==> config.mk <==
export PLATFORM = sky130hd
export DESIGN_NAME = uart_tx_serializer
export DESIGN_NICKNAME = d
export VERILOG_FILES = /design/src/rtl/uart_pkg.sv /design/src/rtl/uart_tx_serializer.sv
export SDC_FILE = /design/constraint.sdc
export NUM_CORES = 1
export LEC_CHECK = 0
export CAP_MARGIN = 20
export CORE_MARGIN = 4
export CORE_UTILIZATION = 46
export CTS_BUF_LIST = sky130_fd_sc_hd__clkbuf_16
export DETAILED_ROUTE_END_ITERATION = 10
export GPL_TIMING_DRIVEN = 0
export PLACE_DENSITY = 0.7
export SLEW_MARGIN = 20
export SYNTH_ARGS = -nofsm -noshare
export SYNTH_HDL_FRONTEND = slang
export SYNTH_SLANG_ARGS = --single-unit
==> constraint.sdc <==
create_clock -name i_sys_clk -period 1.9 [get_ports i_sys_clk]
set_clock_uncertainty 0.1 [all_clocks]
set_input_delay 0.38 -clock i_sys_clk [delete_from_list [all_inputs] [get_ports i_sys_clk]]
set_output_delay 0.38 -clock i_sys_clk [all_outputs]
set_load 0.05 [all_outputs]
==> src/rtl/uart_pkg.sv <==
`default_nettype none
// +----------------------------------------------------------------------------+
// | Module      : uart_pkg                                                     |
// | Description : Shared UART definitions: TSR state encoding, LCR bit         |
// |               positions, default baud oversampling and a parity helper.    |
// | Revision    : 1.0 - initial release                                        |
// +----------------------------------------------------------------------------+
package uart_pkg;

    // Baud ticks per bit period (16x oversampling, as in a 16550).
    localparam int UART_TICKS_PER_BIT = 16;

    // LCR bit positions.
    localparam int LCR_WLS_LSB = 0;
    localparam int LCR_STB     = 2;
    localparam int LCR_PEN     = 3;
    localparam int LCR_EPS     = 4;
    localparam int LCR_STICK   = 5;
    localparam int LCR_BRK     = 6;

    // Transmit shift register states, explicit 3-bit encoding.
    typedef enum logic [2:0] {
        IDLE   = 3'd0,
        FETCH  = 3'd1,
        LOAD   = 3'd2,
        START  = 3'd3,
        DATA   = 3'd4,
        PARITY = 3'd5,
        STOP   = 3'd6
    } uart_state_e;

    // Parity bit for a byte; bits above the word length do not contribute.
    function automatic logic tx_parity(input logic [7:0] data,
                                       input logic [1:0] wls,
                                       input logic       eps,
                                       input logic       stick);
        logic [7:0] mask;
        mask = 8'hFF >> (2'd3 - wls);
        if (stick) begin
            return !eps;
        end
        return eps ? (^(data & mask)) : (~^(data & mask));
    endfunction

endpackage
`default_nettype wire

==> src/rtl/uart_tx_serializer.sv <==
`default_nettype none
// +----------------------------------------------------------------------------+
// | Module      : uart_tx_serializer                                           |
// | Description : 16550-style transmit shift register. Pops bytes from the TX  |
// |               FIFO and serializes start/data/[parity]/stop frames onto     |
// |               o_txd using an external 16x baud tick.                       |
// |               Build option UART_TX_PARITY_EN: when defined, adds the       |
// |               PARITY state and pen/eps/stick decoding; when undefined,     |
// |               lcr[5:3] are ignored and frames are start+data+stop.         |
// | Revision    : 1.0 - initial release                                        |
// +----------------------------------------------------------------------------+
module uart_tx_serializer
    import uart_pkg::*;
#(
    parameter int DATA_WIDTH    = 8,                  // only 8 is supported
    parameter int TICKS_PER_BIT = UART_TICKS_PER_BIT  // even, >= 4
) (
    input  logic                  i_sys_clk,
    input  logic                  i_sys_rst,
    input  logic                  i_baud_tick,
    input  logic [6:0]            i_lcr,
    input  logic                  i_fifo_empty,
    input  logic [DATA_WIDTH-1:0] i_fifo_rdata,
    output logic                  o_fifo_rden,
    output logic                  o_txd,
    output logic                  o_busy,
    output logic                  o_temt
);

    // Tick counter must reach 2 bit periods - 1 for two stop bits.
    localparam int                  c_TICK_W      = $clog2(2 * TICKS_PER_BIT);
    localparam logic [c_TICK_W-1:0] c_TICK_ONE    = {{(c_TICK_W-1){1'b0}}, 1'b1};
    localparam logic [c_TICK_W-1:0] c_LAST_1BIT   = c_TICK_W'(TICKS_PER_BIT - 1);
    localparam logic [c_TICK_W-1:0] c_LAST_1P5BIT = c_TICK_W'((3 * TICKS_PER_BIT) / 2 - 1);
    localparam logic [c_TICK_W-1:0] c_LAST_2BIT   = c_TICK_W'(2 * TICKS_PER_BIT - 1);

    uart_state_e           r_state_q, w_state_d;
    logic [c_TICK_W-1:0]   r_tick_q,  w_tick_d;
    logic [2:0]            r_bit_q,   w_bit_d;
    logic [DATA_WIDTH-1:0] r_shift_q, w_shift_d;
    logic [1:0]            r_wls_q;
    logic                  r_stb_q;
    logic                  r_txd_q,   w_txd_d;
    logic                  r_rden_q,  w_rden_d;

    logic                  w_in_frame;
    logic                  w_bit_end;
    logic [c_TICK_W-1:0]   w_tick_last;
    logic [2:0]            w_last_idx;

`ifdef UART_TX_PARITY_EN
    logic                  r_pen_q;
    logic                  r_par_q;
`else
    logic                  w_unused_lcr;
    assign w_unused_lcr = ^{i_lcr[LCR_STICK], i_lcr[LCR_EPS], i_lcr[LCR_PEN]};
`endif

    // Baud ticks only count while a bit is on the line.
    assign w_in_frame = (r_state_q == START) || (r_state_q == DATA) ||
                        (r_state_q == PARITY) || (r_state_q == STOP);
    assign w_last_idx = 3'd4 + {1'b0, r_wls_q};
    assign w_bit_end  = w_in_frame && i_baud_tick && (r_tick_q == w_tick_last);

    // Length of the current bit: only the stop bit can be stretched.
    always_comb begin
        w_tick_last = c_LAST_1BIT;
        if ((r_state_q == STOP) && r_stb_q) begin
            w_tick_last = (r_wls_q == 2'b00) ? c_LAST_1P5BIT : c_LAST_2BIT;
        end
    end

    // State register.
    always_ff @(posedge i_sys_clk) begin
        if (i_sys_rst) begin
            r_state_q <= IDLE;
        end else begin
            r_state_q <= w_state_d;
        end
    end

    // Next-state and datapath-next logic.
    always_comb begin
        w_state_d = r_state_q;
        w_tick_d  = r_tick_q;
        w_bit_d   = r_bit_q;
        w_shift_d = r_shift_q;
        if (w_in_frame && i_baud_tick) begin
            w_tick_d = w_bit_end ? '0 : (r_tick_q + c_TICK_ONE);
        end
        case (r_state_q)
            IDLE: begin
                if (!i_fifo_empty) begin
                    w_state_d = FETCH;
                end
            end
            FETCH: begin
                w_state_d = LOAD;
            end
            LOAD: begin
                w_state_d = START;
                w_shift_d = i_fifo_rdata;
                w_tick_d  = '0;
                w_bit_d   = '0;
            end
            START: begin
                if (w_bit_end) begin
                    w_state_d = DATA;
                end
            end
            DATA: begin
                if (w_bit_end) begin
                    if (r_bit_q == w_last_idx) begin
`ifdef UART_TX_PARITY_EN
                        w_state_d = r_pen_q ? PARITY : STOP;
`else
                        w_state_d = STOP;
`endif
                    end else begin
                        w_bit_d   = r_bit_q + 3'd1;
                        w_shift_d = r_shift_q >> 1;
                    end
                end
            end
            PARITY: begin
                if (w_bit_end) begin
                    w_state_d = STOP;
                end
            end
            STOP: begin
                if (w_bit_end) begin
                    w_state_d = i_fifo_empty ? IDLE : FETCH;
                end
            end
            default: begin
                w_state_d = IDLE;
            end
        endcase
    end

    // Output decode from the next state so the output registers line up with the state.
    always_comb begin
        w_rden_d = (w_state_d == FETCH);
        case (w_state_d)
            START:   w_txd_d = 1'b0;
            DATA:    w_txd_d = w_shift_d[0];
`ifdef UART_TX_PARITY_EN
            PARITY:  w_txd_d = r_par_q;
`endif
            default: w_txd_d = 1'b1;
        endcase
    end

    // Output registers; reset forces the line idle and suppresses any pending read.
    always_ff @(posedge i_sys_clk) begin
        if (i_sys_rst) begin
            r_txd_q  <= 1'b1;
            r_rden_q <= 1'b0;
        end else begin
            r_txd_q  <= w_txd_d;
            r_rden_q <= w_rden_d;
        end
    end

    // Tick/bit counters, shift register, and frame format latched at LOAD.
    always_ff @(posedge i_sys_clk) begin
        if (i_sys_rst) begin
            r_tick_q  <= '0;
            r_bit_q   <= '0;
            r_shift_q <= '0;
            r_wls_q   <= 2'b00;
            r_stb_q   <= 1'b0;
        end else begin
            r_tick_q  <= w_tick_d;
            r_bit_q   <= w_bit_d;
            r_shift_q <= w_shift_d;
            if (r_state_q == LOAD) begin
                r_wls_q <= i_lcr[LCR_WLS_LSB +: 2];
                r_stb_q <= i_lcr[LCR_STB];
            end
        end
    end

`ifdef UART_TX_PARITY_EN
    // Parity enable and the parity bit itself are fixed for the whole frame at LOAD.
    always_ff @(posedge i_sys_clk) begin
        if (i_sys_rst) begin
            r_pen_q <= 1'b0;
            r_par_q <= 1'b0;
        end else if (r_state_q == LOAD) begin
            r_pen_q <= i_lcr[LCR_PEN];
            r_par_q <= tx_parity(i_fifo_rdata, i_lcr[LCR_WLS_LSB +: 2],
                                 i_lcr[LCR_EPS], i_lcr[LCR_STICK]);
        end
    end
`endif

    // Break overrides the registered line level using the live LCR.
    assign o_txd       = r_txd_q & ~i_lcr[LCR_BRK];
    assign o_fifo_rden = r_rden_q;
    assign o_busy      = (r_state_q != IDLE);
    assign o_temt      = i_fifo_empty && (r_state_q == IDLE);

endmodule
`default_nettype wire
* Word level (Yosys, flattened, before mapping) *
Cells that the tools add are included.

word-level totals
  word-level logic and storage cells = 58
  RAM bits = 0
  memories kept = 0
  input bits = 19
  memory bits (read-only) = 0
  bits in latches = 0
  register bits = 24

operators by class
  shift operators = 0
  order comparisons = 0
  equality and inequality tests = 13
  div/mod/pow operators = 0
  bitwise gates (word level) = 2
  $add $sub $neg = 3
  multipliers = 0
  reductions and logical operators = 13
  multiplexer cells = 18

operators by type and width
  kind                   count
  $mux W3                8
  $pmux W3 S7            1
  $mux W8                2
  $pmux W8 S2            1
  $eq A3 B3 Y1 const B   4
  $mux W5                2
  $eq A3 B2 Y1 const B   3
  $eq A3 B1 Y1 const B   2
  $pmux W3 S2            1
  $add A5 B1 Y5 const B  1
  $eq A5 B5 Y1           1
  $logic_and A1 B1 Y1    4
  $mux W4                1
  $ne A2 B2 Y1 const B   2
  $add A3 B1 Y3 const B  1
  $add A3 B2 Y3 const A  1
  $eq A3 B3 Y1           1
  $logic_not A3 Y1       1
  $logic_or A1 B1 Y1     3
  $reduce_and A3 Y1      1
  $reduce_bool A3 Y1     1
  $logic_not A2 Y1       1
  $pmux W1 S2            1
  $reduce_bool A2 Y1     1
  other kinds (4)        4

* Logic depth before layout (Yosys ltp) *
  depth in word-level cells = 10
  gate-level depth with buffers = 6
  mapped depth without buffers = 6

* Worst setup path before layout *
Ideal clock, no wire load.

  kind = reg2out
  from = reg r_state_q[1]
  to = out o_temt
  required time = 1.420 ns
  stages on the path, launching flop included = 4
  slack = -0.396 ns
  data arrival time = 1.816 ns
  path buffers = 1
  cell sequence = dfxtp_1 > buf_2 > or3_1 > nor2_1

on the way
  longest elaborated chain between the ends = 2

RTL lines
  element                   line                       source
  start: declaration        uart_tx_serializer.sv:37   uart_state_e r_state_q, w_state_d;
  start signal: assignment  uart_tx_serializer.sv:78   r_state_q <= w_state_d;
  $logic_not A3 Y1          uart_tx_serializer.sv:202  assign o_temt = i_fifo_empty && (r_state_q == IDLE);
  $logic_and A1 B1 Y1       uart_tx_serializer.sv:202
  end: declaration          uart_tx_serializer.sv:27   output logic o_temt

Every way passes these cells.

* Worst setup path in the final report *
  from = reg r_state_q[1]
  to = reg r_shift_q[5]

on the way
  longest elaborated chain between the ends = 8
  elaborated cells on any way between the ends = 18

RTL lines
  element                                          line                       source
  branches (longest 8 deep; another with $mux W5)  -
  end signal: assignment                           uart_tx_serializer.sv:176  r_shift_q <= w_shift_d;
  end: declaration                                 uart_tx_serializer.sv:40   logic [DATA_WIDTH-1:0] r_shift_q, w_shift_d;

Parallel ways; which one is timed is not known.
A chain may end at the register's enable or synchronous reset.

==> results.py <==
metrics = {
    "run_status": {
        "status": "complete, but fails checks",
        "failed_checks": "negative setup slack",
    },
    "cts": {
        "cts_made_buffers": 3,
        "cts-root-buf": "clkbuf_16",
        "clk_path_buf_depth": 2,
        "path_clk_slew_ns": 0.06,
        "cts_sinks": 24,
        "htreeDepth": 1,
        "cts_tree": "built",
        "clkLatencyLatePin_ns": 0.25,
    },
    "synthesis": {
        "ys_types": 44,
        "ys_seq_area_share_pct": 37.39,
        "synth-edff-count": 0,
        "avgSynthCellArea_um2": 8.741,
        "syn_area_um2": 1285,
        "synthFlopType": "dfxtp_1",
        "synth_top_area_share_pct": 37.39,
        "ys_ff_latch": 24,
        "async_flop_share_pct": 0,
        "ys_top_cells_by_area": "dfxtp_1 37%, a21oi_1 7.0%, nand3_1 4.7%, nand2_1 4.4%, a22oi_1 3.5%",
        "synth_nets": 168,
        "yosysWarnings": 0,
        "yosysTopAreaCell": "dfxtp_1",
        "synthCells": 147,
    },
    "sta": {
        "period_needed_ns": 1.955,
        "worstMarginPinSlew_ns": 0.5271,
        "timing.final.hold_violations": 0,
        "fin_crit_sh_pct": 102.9,
        "setup_viol": 13,
        "timing.final.max_slew_violations": 0,
        "timing.fmax_mhz": 511.5,
        "fin_tns_setup_ns": -0.3581,
        "grt_setup_unrepaired": "yes",
        "fin_ws_ns": -0.05507,
        "slew-limit-headroom_pct": 64.86,
    },
    "drt": {
        "met1Wirelength_um": 1462,
        "wl_met2_um": 1756,
        "drt_iter0_drc": 39,
        "top_layer": "met4",
        "routedWlPerCell_um": 15.72,
        "drt-pass1-iter-count": 4,
        "wirelength_um": 3348,
        "drc": 0,
        "ant_nets": 0,
        "vias": 1252,
        "vias_per_cell": 5.878,
        "wl_met3_um": 99,
    },
    "floorplanning": {
        "core-area_um2": 2567,
        "ios": 23,
        "initial_core_util_pct": 50.05,
        "fp-row-count": 18,
        "die_y_um": 60.86,
        "die_w_um": 60.86,
        "die-area_um2": 3703,
    },
    "grt": {
        "antenna_found_initial": 0,
        "grt_max_degree": 15,
        "grtUsageTotal_pct": 19.12,
        "grt-ovfl-total": 0,
        "grt_pass1_wl_um": 5354,
        "grt_pass1_vias": 1194,
    },
    "setup_path": {
        "end_kind": "register",
        "critPathLaunchType": "register",
        "path_max_fanout": 6,
        "required_ns": 1.99,
        "critPathKind": "register to register",
        "critical_path_arrival_ns": 2.04,
    },
    "place": {
        "dp_hpwl_um": 2200,
        "routabilityCongestion": 0.7744,
        "place_area_um2": 1516,
        "io_buffers": 18,
    },
    "finish": {
        "syn_to_final_growth_pct": 42.65,
        "fill_cells": 207,
        "nets": 205,
        "drive_gt1_share_pct": 29.51,
        "fin_area_um2": 1833,
        "layout_common_cells": "19 x dfxtp_1, 18 x a21oi_1, 15 x nand2_1",
        "antenna_cells": 0,
        "layout_commonest_cell": "dfxtp_1",
    },
    "power": {
        "power_leakage_nw": 0.6441,
        "p_total_mw": 1.619,
        "ir_drop_mv": 0.7357,
        "power_density_nw_per_um2": 883.2,
    },
    "flow_run": {
        "maxCapViolations": 0,
    },
    "min_path": {
        "worstHoldPathType": "register to register",
    },
}
path summary, 6_finish.rpt:
| kind | endpoint | depth (start not counted) | start | slack (ns) |
|---|---|---|---|---|
| hold reg to reg | r_stb_q | 2 | r_stb_q | 0.36 |
| setup reg to reg | r_shift_q[5] | 7 | r_state_q[1] | -0.06 |
| setup / recovery | r_shift_q[5] | 7 | r_state_q[1] | -0.06 |
| hold / removal | r_stb_q | 2 | r_stb_q | 0.36 |
power breakdown:
group	internal, mW	total [mW]	switching [mW]
clock	0.419	0.600	0.181
combinational	0.193	0.440	0.247
sequential	0.550	0.579	0.0294
total	1.16	1.62	0.457
Yosys cell counts, drive strengths merged, types with 2 or more instances:
cell type	instances
or2	2
nor2	7
nand3	12
o21ai	6
o211a	2
clkbuf	5
o21a	2
or3b	2
nor3	2
or3	3
ha	2
nand2b	2
a2111oi	2
inv	2
xor2	3
o211ai	4
nand2	16
a22oi	6
dfxtp	24
nor3b	2
a21boi	3
xnor2	2
buf	4
nor2b	2
a21oi	19
per-layer routing:
metal / up-vias / GRT usage [%]
met1: 609 / 23.14
met4: 0 / 4.025
li1: 615 / -
met2: 24 / 35.11
met3: 4 / 3.404
met5: - / 0
cell families (layout without fill, tap and decap cells):
kind of cell,after synthesis,count (layout),share of synthesized area (%)
DFF,24,24,37.39
buffers and inverters,11,47,3.992
adders and majority gates,2,2,1.947
AOI/OAI and AO/OA,51,51,31.16
xor gates and xnor gates,5,5,3.409
and+or+nand+nor,54,54,22.10
repair_timing:
item	4_1_cts	5_1_grt
gates resized for setup	30	13
pin swaps	12	12
endpoints found under the setup margin	20	23
buffers inserted	12	3
hold buffers	0	0
worst max-delay path, cell delays in order, from the launching register on:
cell	delay, ns
dfxtp_2	0.33
buf_6	0.13
or3b_4	0.42
a311oi_4	0.26
a21boi_4	0.30
buf_12	0.15
a22oi_1	0.06
a21oi_1	0.14
stage by stage:
stage	instances	utilization [%]	hold WS (ns)	worst slack (ns)
3_3_place_gp	195	59.06	0.3480	-0.4725
2_1_floorplan	147	-	0.3322	0.008283
4_1_cts	210	69.54	0.3597	-0.06901
5_1_grt	213	71.39	0.4032	-0.1166
6_report	213	71.39	0.3630	-0.05507
3_5_place_dp	195	59.06	0.3506	-0.5053
sequential cells by signal, summed over array words and instances (netlist names):
signal	count
r_wls_q	2
r_stb_q	1
r_state_q	3
o_fifo_rden	1
r_bit_q	3
r_txd_q	1
r_shift_q	8
r_tick_q	5
cell type report:
class                      instances  area (um^2)  share of cell area [%]
clock inverter                     1        30.03                   1.638
tap                               30        37.54                   2.048
buffer                             8        50.05                   2.730
clock buffer                       3        75.07                   4.096
timing repair buffer              33        315.3                   17.20
sequential                        24        486.7                   26.55
inverter                           2        7.507                  0.4096
multi-input combinational        112        830.8                   45.32
(Power assumes the default switching activity.)
